$ cat config.mk
export PLATFORM = sky130hd
export DESIGN_NAME = alu_muldiv
export DESIGN_NICKNAME = d
export VERILOG_FILES = /design/src/rtl/alu_muldiv.sv
export SDC_FILE = /design/constraint.sdc
export NUM_CORES = 1
export LEC_CHECK = 0
export CORE_ASPECT_RATIO = 1.1
export CORE_MARGIN = 3
export CORE_UTILIZATION = 30
export CTS_CLUSTER_DIAMETER = 150
export CTS_CLUSTER_SIZE = 30
export DETAILED_ROUTE_END_ITERATION = 10
export SYNTH_ARGS = -nofsm -noshare
export SYNTH_HDL_FRONTEND = slang
export SYNTH_SLANG_ARGS = --single-unit
$ cat constraint.sdc
create_clock -name clk__i -period 5 [get_ports clk__i]
set_input_delay 1 -clock clk__i [delete_from_list [all_inputs] [get_ports clk__i]]
set_output_delay 1 -clock clk__i [all_outputs]
set_load 0.005 [all_outputs]
$ cat src/rtl/alu_muldiv.sv
// ALU with iterative unsigned multiply (shift-add) and optional restoring divide.
// The divider is built only when the macro ALU_MULDIV_DIV_EN is defined.
module alu_muldiv #(
  parameter int WIDTH = 32,
  parameter int CNTW  = $clog2(WIDTH) + 1
) (
  input  logic             clk__i,
  input  logic             rst_n__i,
  input  logic             start__i,
  input  logic [3:0]       op__i,
  input  logic [WIDTH-1:0] dataA__i,
  input  logic [WIDTH-1:0] dataB__i,
  output logic [WIDTH-1:0] result__o,
  output logic [WIDTH-1:0] resultHi__o,
  output logic             valid__o,
  output logic             zero__o,
  output logic             busy__o,
  output logic             illegal__o,
  output logic             divZero__o
);

  localparam logic [3:0] OP_AND  = 4'b0000, OP_OR   = 4'b0001, OP_ADD  = 4'b0010;
  localparam logic [3:0] OP_XOR  = 4'b0011, OP_NOR  = 4'b0100, OP_SLL  = 4'b0101;
  localparam logic [3:0] OP_SUB  = 4'b0110, OP_SLT  = 4'b0111, OP_SLTU = 4'b1000;
  localparam logic [3:0] OP_SRL  = 4'b1001, OP_SRA  = 4'b1010, OP_MULU = 4'b1100;
  localparam logic [3:0] OP_DIVU = 4'b1101;

  typedef enum logic [1:0] {IDLE, ITER, DONE} state_t;

  state_t            r_state, w_stateNext;
  logic [CNTW-1:0]   r_cnt;
  logic [WIDTH-1:0]  r_lo, r_hi, r_b;
  logic [WIDTH-1:0]  r_result, r_resultHi;
  logic              r_illegal;

  logic              w_accept, w_isMul, w_isDiv, w_aluIllegal;
  logic [WIDTH-1:0]  w_aluResult, w_stepLo, w_stepHi, w_mulHi, w_mulLo;
  logic [WIDTH:0]    w_mulSum;
  logic [CNTW-2:0]   w_shamt;

  assign w_accept = start__i && (r_state == IDLE);
  assign w_isMul  = (op__i == OP_MULU);
  assign w_shamt  = dataB__i[CNTW-2:0];

  always_comb begin
    w_aluResult  = '0;
    w_aluIllegal = 1'b0;
    case (op__i)
      OP_AND:  w_aluResult = dataA__i & dataB__i;
      OP_OR:   w_aluResult = dataA__i | dataB__i;
      OP_ADD:  w_aluResult = dataA__i + dataB__i;
      OP_XOR:  w_aluResult = dataA__i ^ dataB__i;
      OP_NOR:  w_aluResult = ~(dataA__i | dataB__i);
      OP_SLL:  w_aluResult = dataA__i << w_shamt;
      OP_SUB:  w_aluResult = dataA__i - dataB__i;
      OP_SLT:  w_aluResult = {{(WIDTH-1){1'b0}}, ($signed(dataA__i) < $signed(dataB__i))};
      OP_SLTU: w_aluResult = {{(WIDTH-1){1'b0}}, (dataA__i < dataB__i)};
      OP_SRL:  w_aluResult = dataA__i >> w_shamt;
      OP_SRA:  w_aluResult = $signed(dataA__i) >>> w_shamt;
      OP_MULU: w_aluResult = '0;
`ifdef ALU_MULDIV_DIV_EN
      OP_DIVU: w_aluResult = '0;
`endif
      default: w_aluIllegal = 1'b1;
    endcase
  end

  // Multiplier step: conditionally add B into the high half, then shift {carry,hi,lo} right.
  assign w_mulSum = {1'b0, r_hi} + (r_lo[0] ? {1'b0, r_b} : {(WIDTH+1){1'b0}});
  assign w_mulHi  = w_mulSum[WIDTH:1];
  assign w_mulLo  = {w_mulSum[0], r_lo[WIDTH-1:1]};

`ifdef ALU_MULDIV_DIV_EN
  logic             r_isDiv, r_divZeroPend, r_divZero;
  logic [WIDTH:0]   w_divShift, w_divDiff;
  logic             w_divOk;

  // Restoring step: the dividend shifts into the remainder MSB-first; quotient bits fill r_lo.
  // A zero divisor always "succeeds", giving all-ones quotient and remainder equal to A.
  assign w_isDiv    = (op__i == OP_DIVU);
  assign w_divShift = {r_hi, r_lo[WIDTH-1]};
  assign w_divDiff  = w_divShift - {1'b0, r_b};
  assign w_divOk    = (w_divShift >= {1'b0, r_b});
  assign w_stepHi   = r_isDiv ? (w_divOk ? w_divDiff[WIDTH-1:0] : w_divShift[WIDTH-1:0]) : w_mulHi;
  assign w_stepLo   = r_isDiv ? {r_lo[WIDTH-2:0], w_divOk} : w_mulLo;
  assign divZero__o = r_divZero;

  always_ff @(posedge clk__i) begin
    if (!rst_n__i) begin
      r_isDiv       <= 1'b0;
      r_divZeroPend <= 1'b0;
      r_divZero     <= 1'b0;
    end else if (w_accept) begin
      r_isDiv       <= w_isDiv;
      r_divZeroPend <= w_isDiv && (dataB__i == '0);
      if (!w_isMul && !w_isDiv) r_divZero <= 1'b0;
    end else if (r_state == ITER && r_cnt == CNTW'(1)) begin
      r_divZero     <= r_divZeroPend;
    end
  end
`else
  assign w_isDiv    = 1'b0;
  assign w_stepHi   = w_mulHi;
  assign w_stepLo   = w_mulLo;
  assign divZero__o = 1'b0;
`endif

  always_comb begin
    w_stateNext = r_state;
    case (r_state)
      IDLE:    if (w_accept) w_stateNext = (w_isMul || w_isDiv) ? ITER : DONE;
      ITER:    if (r_cnt == CNTW'(1)) w_stateNext = DONE;
      DONE:    w_stateNext = IDLE;
      default: w_stateNext = IDLE;
    endcase
  end

  // Result registers change only on the edge entering DONE, so they hold between pulses.
  always_ff @(posedge clk__i) begin
    if (!rst_n__i) begin
      r_state    <= IDLE;
      r_cnt      <= '0;
      r_lo       <= '0;
      r_hi       <= '0;
      r_b        <= '0;
      r_result   <= '0;
      r_resultHi <= '0;
      r_illegal  <= 1'b0;
    end else begin
      r_state <= w_stateNext;
      if (w_accept) begin
        r_lo  <= dataA__i;
        r_hi  <= '0;
        r_b   <= dataB__i;
        r_cnt <= CNTW'(WIDTH);
        if (!w_isMul && !w_isDiv) begin
          r_result   <= w_aluResult;
          r_resultHi <= '0;
          r_illegal  <= w_aluIllegal;
        end
      end else if (r_state == ITER) begin
        r_lo  <= w_stepLo;
        r_hi  <= w_stepHi;
        r_cnt <= r_cnt - CNTW'(1);
        if (r_cnt == CNTW'(1)) begin
          r_result   <= w_stepLo;
          r_resultHi <= w_stepHi;
          r_illegal  <= 1'b0;
        end
      end
    end
  end

  assign result__o   = r_result;
  assign resultHi__o = r_resultHi;
  assign illegal__o  = r_illegal;
  assign zero__o     = (r_result == '0);
  assign valid__o    = (r_state == DONE);
  assign busy__o     = (r_state != IDLE);

endmodule

# ---- Yosys cells after proc, flatten, opt, wreduce, memory -nomap -nowiden
# Cells that the tools add are included.
dict set report classes {
  shifts 3
  add_sub_neg 4
  bitwise 5
  muxes 23
  eq_ne 17
  n_reduce_logical 11
  magnitude_cmp 2
}
# op n
set ops {}
lappend ops {{32-bit 2-to-1 mux} 11}
lappend ops {{32-bit one-hot mux with 11 select lines} 1}
lappend ops {{32-bit < comparator} 2}
lappend ops {{32-bit by 32-bit adder with 33-bit output} 1}
lappend ops {{32-bit adder} 1}
lappend ops {{32-bit bitwise AND} 1}
lappend ops {{32-bit zero test} 1}
lappend ops {{32-bit inverter} 1}
lappend ops {{32-bit OR} 1}
lappend ops {{32-bit by 5-bit << shifter with 32-bit output} 1}
lappend ops {{32-bit by 5-bit >> shifter with 32-bit output} 1}
lappend ops {{32-bit by 5-bit >>> shifter with 32-bit output} 1}
lappend ops {{32-bit subtractor} 1}
lappend ops {{32-bit bitwise XOR} 1}
lappend ops {{4-bit by 3-bit == test with 1-bit output (second input constant)} 4}
lappend ops {{4-bit == test (second input constant)} 4}
lappend ops {{6-bit 2-to-1 mux} 2}
lappend ops {{11-bit OR reduction} 1}
lappend ops {{4-bit by 2-bit == test with 1-bit output (second input constant)} 2}
lappend ops {{6-bit by 1-bit == test with 1-bit output (second input constant)} 1}
lappend ops {{2-bit 2-to-1 mux} 3}
lappend ops {{2-bit != test (second input constant)} 3}
lappend ops {{2-bit nonzero test} 3}
lappend ops {{6-bit by 1-bit subtractor with 6-bit output (second input constant)} 1}
lappend ops {{other kinds (12)} 16}
dict set report totals {
  out_inout_bits 69
  word_cells 74
  regBits 169
}

# ---- Longest topological paths before layout
dict set report logic_depth {
  word_depth 5
  ltp_mapped 16
  depth_no_buf 13
}

# ---- Least setup slack after synthesis
# OpenSTA, ideal clock, no wires.
dict set report synth_path {
  path_type {in2reg}
  start {input port dataB__i[2]}
  end {register r_result[22] (netlist: result__o[22])}
  arrival_time_ns 4.009
  path_slack_ns 0.859
  cell_stages 16
  path_cell_list {buf_2 -> inv_1 -> buf_2 -> buf_2 -> buf_2 -> ha_1 -> buf_2 -> a21o_1 -> a22oi_1 -> o21bai_1 -> a21oi_1 -> o211ai_1 -> nand3_1 -> o21ai_0 -> o41ai_1 -> a31oi_1}
}
dict set report synth_between {
  elab_chain_cells 4
  elab_cells_between_ends 8
  cone_classes {2 x add/sub; 3 x shift; 3 x mux}
}
# item line_no
set synth_lines {}
lappend synth_lines {{start: declaration} 12} ;# input logic [WIDTH-1:0] dataB__i,
lappend synth_lines {{32-bit subtractor, or another cell as far along} 55} ;# OP_SUB: w_aluResult = dataA__i - dataB__i;
lappend synth_lines {{32-bit one-hot mux with 11 select lines (*)} 48} ;# case (op__i)
lappend synth_lines {{32-bit 2-to-1 mux (*)} 136} ;# if (!w_isMul && !w_isDiv) begin
lappend synth_lines {{32-bit 2-to-1 mux (*)} 131} ;# if (w_accept) begin
lappend synth_lines {{end signal: assignment} 137} ;# r_result <= w_aluResult;
lappend synth_lines {{end signal: assignment} 146} ;# r_result <= w_stepLo;
lappend synth_lines {{end: declaration} 33} ;# logic [WIDTH-1:0] r_result, r_resultHi;
# Every way passes the cells marked *; elsewhere a longest branch is shown, timed or not. The select of a mux whose other input is x is not followed.
# A chain may end at the register's enable or synchronous reset.

# ---- Worst setup path after layout
dict set report layout_path {
  start {input port dataB__i[9]}
  end {register r_result[22] (netlist: result__o[22])}
}
dict set report layout_between {
  elab_chain_cells 4
  elab_cells_between_ends 5
  cone_classes {2 x add/sub; 3 x mux}
}
# item line_no
set layout_lines {}
lappend layout_lines {{32-bit subtractor or 32-bit adder (tied branches)} {55, 51}}
lappend layout_lines {{32-bit one-hot mux with 11 select lines (*)} 48}
lappend layout_lines {{32-bit 2-to-1 mux (*)} 136}
lappend layout_lines {{32-bit 2-to-1 mux (*)} 131}
# Marks and branches as above.

==> reports/qor.json <==
{
  "outcome": {
    "run_status": "completed"
  },
  "worst_setup_path": {
    "worstSetupStartpointType": "input pin",
    "worst_setup_path_end_kind": "register",
    "timing.critical_path.fanout_max": 12,
    "timing_worst_setup_path_type": "in2reg",
    "crit_required_ps": 5340,
    "crit_arrival_ps": 4540
  },
  "drt": {
    "dr_total_vias": 19500,
    "highest_layer": "met5",
    "remaining_drc_errors": 0,
    "detail_route.first_pass.iterations": 6,
    "avgViaCountPerCell": 6.06,
    "wirelength_mm": 85.1,
    "wl_per_cell_um": 26.4,
    "wl_met2_mm": 38.6,
    "met3_routed_wl_mm": 6.75,
    "antenna_violating_nets_remaining": 0,
    "route.layer.met1.wl_mm": 36.2,
    "detailedRoute.firstIterationViolations": 2211
  },
  "final_layout": {
    "postLayoutCoreUtil_pct": 35.8,
    "antenna_cells": 0,
    "drive_gt1_share_pct": 10.5,
    "syn_to_final_growth_pct": 17.6,
    "nNetsFinal": 2674,
    "finish.cell_count_without_fillers": 3222
  },
  "floorplanning": {
    "site_rows": 92,
    "core_region_area_mm2": 0.0577,
    "die_height_um": 260,
    "design.portCount": 140,
    "full_die_area_mm2": 0.0615,
    "die-width_um": 237,
    "initial_utilization_pct": 30.5
  },
  "power": {
    "vdd.ir_drop.worst_mv": 0.180,
    "power_per_cell_area_mw_per_mm2": 213,
    "p_leak_nw": 8.00
  },
  "clock_network": {
    "cts_tree": "built",
    "cts.path.max_buffers": 2,
    "ctsResizeCount": 0,
    "postCtsSetupRepairBufs": 0,
    "post_cts_hold_buffer_count": 0,
    "numCtsBuffers": 17,
    "clock_latency_ps": 470,
    "clkTransAtPathRegs_ps": 80,
    "clock_tree.root_cell": "clkbuf_16",
    "tritoncts_num_sinks": 169,
    "cts.htree.levels": 4
  },
  "synthesis": {
    "post_synth_num_cell_types": 87,
    "ys_ff_latch": 169,
    "post-synth-top-area-cell": "dfxtp_1",
    "synth_top_cell_area_share_pct": 19.3,
    "post_synth_instance_area_mm2": 0.0176,
    "seq_area_frac_synth_pct": 19.3,
    "synthArstFlopShare_pct": 0,
    "cell_count_after_synthesis": 2373,
    "avgSynthCellArea_um2": 7.40,
    "synth-main-ff-cell": "dfxtp_1",
    "synth_edf_count": 0,
    "synthesis.yosys.warnings": 0,
    "yosys-top-cells-area": "dfxtp_1, ha_1, mux4_2",
    "syn-num-nets": 2590
  },
  "sta": {
    "post_route_setup_tns_ps": 0,
    "final-setup-viol-count": 0,
    "hold_violations": 0,
    "final_min_period_over_clock_period_pct": 84.0,
    "drv_slew": 0,
    "worst_pin_slew_ps": 1230,
    "timing.slew.headroom_pct": 17.5,
    "grt_setup_unrepaired": "false",
    "timing.fmax_mhz": 238,
    "worst_clock_skew_ps": 15.0,
    "finalCriticalPeriod_ps": 4200
  },
  "placed_design": {
    "dp_hpwl_mm": 65.9,
    "place_congestion": 0.978,
    "port_buf_inserts": 138,
    "number_of_placed_instances_taps_included": 3190
  },
  "global_routing": {
    "globalRouteOverflowTotal": 0,
    "groute.usage.overall_pct": 26.7,
    "first_pass_grt_wire_length_mm": 124,
    "grt_start_max_net_pins": 60,
    "first_global_vias": 18800,
    "grt_antenna_before_repair": 1
  },
  "run": {
    "maxCapViolations": 0
  },
  "hold_path": {
    "timing.hold.worst.class": "reg2reg"
  }
}
## critical path: stages
cell and delay, ps:
clkdlybuf4s50_1 600, inv_1 100, ha_1 510, nor2b_1 100
o311ai_1 500, o211a_1 280, a211oi_2 120, o21bai_1 390
nand2_1 190, mux2i_1 160, o41ai_1 460, a31oi_1 130
## cell usage after synthesis, types with 18 or more instances
library cell,n
nor2_1,200
o22ai_1,21
inv_1,112
clkbuf_1,136
a211oi_1,30
a31oi_1,19
mux2i_1,53
nor3_1,35
dfxtp_1,169
o211ai_1,36
nand2b_1,18
nand3_1,46
buf_2,31
nor4_1,18
nand2_1,332
a21o_1,23
xnor2_1,34
ha_1,143
a221oi_1,23
a21oi_1,262
mux4_2,63
a22oi_1,74
and2_1,44
o21ai_0,148
## path summary, 6_finish.rpt
check	startpoint	cells after the start	slack, ps	to
setup / recovery	dataB__i[9]	12	800	result__o[22]
hold / removal	r_b[18]	2	450	r_b[18]
setup reg to reg	r_lo[0]	13	1200	r_hi[30]
hold reg to reg	r_b[18]	2	450	r_b[18]
## cell type report
| type | instances | area [µm²] |
|---|---|---|
| sequential | 169 | 3380 |
| multi-input combinational | 1897 | 13000 |
| clock buffer | 18 | 429 |
| inverter | 113 | 425 |
| clock inverter | 14 | 150 |
| tap | 752 | 941 |
| fill | 6046 | 37000 |
| timing repair buffer | 259 | 2310 |
## cells in the final DEF, fill, tap and decap left out, types with 53 or more instances in the layout
master / n
nand2_1: 331
a21oi_1: 261
nor2_1: 198
dfxtp_1: 169
o21ai_0: 148
ha_1: 143
clkdlybuf4s50_1: 133
buf_4: 120
inv_1: 111
a22oi_1: 74
mux4_2: 63
mux2i_1: 53
## power breakdown
group	switching, mW	internal (mW)
logic	0.992	0.580
clock network	0.702	0.670
registers	0.0558	1.40
## per-stage QoR
step | hold slack, ps | power, mW | setup slack (ps) | area [µm²]
4_1_cts | 454 | 4.39 | 845 | 20700
3_5_place_dp | 442 | 3.02 | 346 | 20100
2_1_floorplan | 432 | 2.37 | 859 | 17600
3_3_place_gp | 438 | 3.02 | 461 | 20100
5_1_grt | 478 | 4.57 | 610 | 20700
6_report | 452 | 4.40 | 799 | 20700
## state kept, by name, indices dropped and copies added, names as in the netlist
name	cells
r_cnt	6
r_state	2
r_b	32
result__o	32
resultHi__o	32
illegal__o	1
r_lo	32
r_hi	32
## logic make-up after synthesis
group                    after synthesis  synth area share [%]
flip-flops                           169                  19.3
adder cells (fa/ha/maj)              146                  10.5
AND/OR/NAND/NOR                      787                  20.3
buffers and inverters                307                  7.05
multiplexers                         119                  11.3
XOR/XNOR                              45                  2.24
other                                  1                0.0214
AO/OA/AOI/OAI                        799                  29.3
## routing by layer
metal  vias up  GRT usage (%)
met3       173           4.84
met5         -              0
met4         2           10.8
met2       970           42.9
met1      9522           35.4
li1       8860              -
Power figures use the tool's default switching activity.
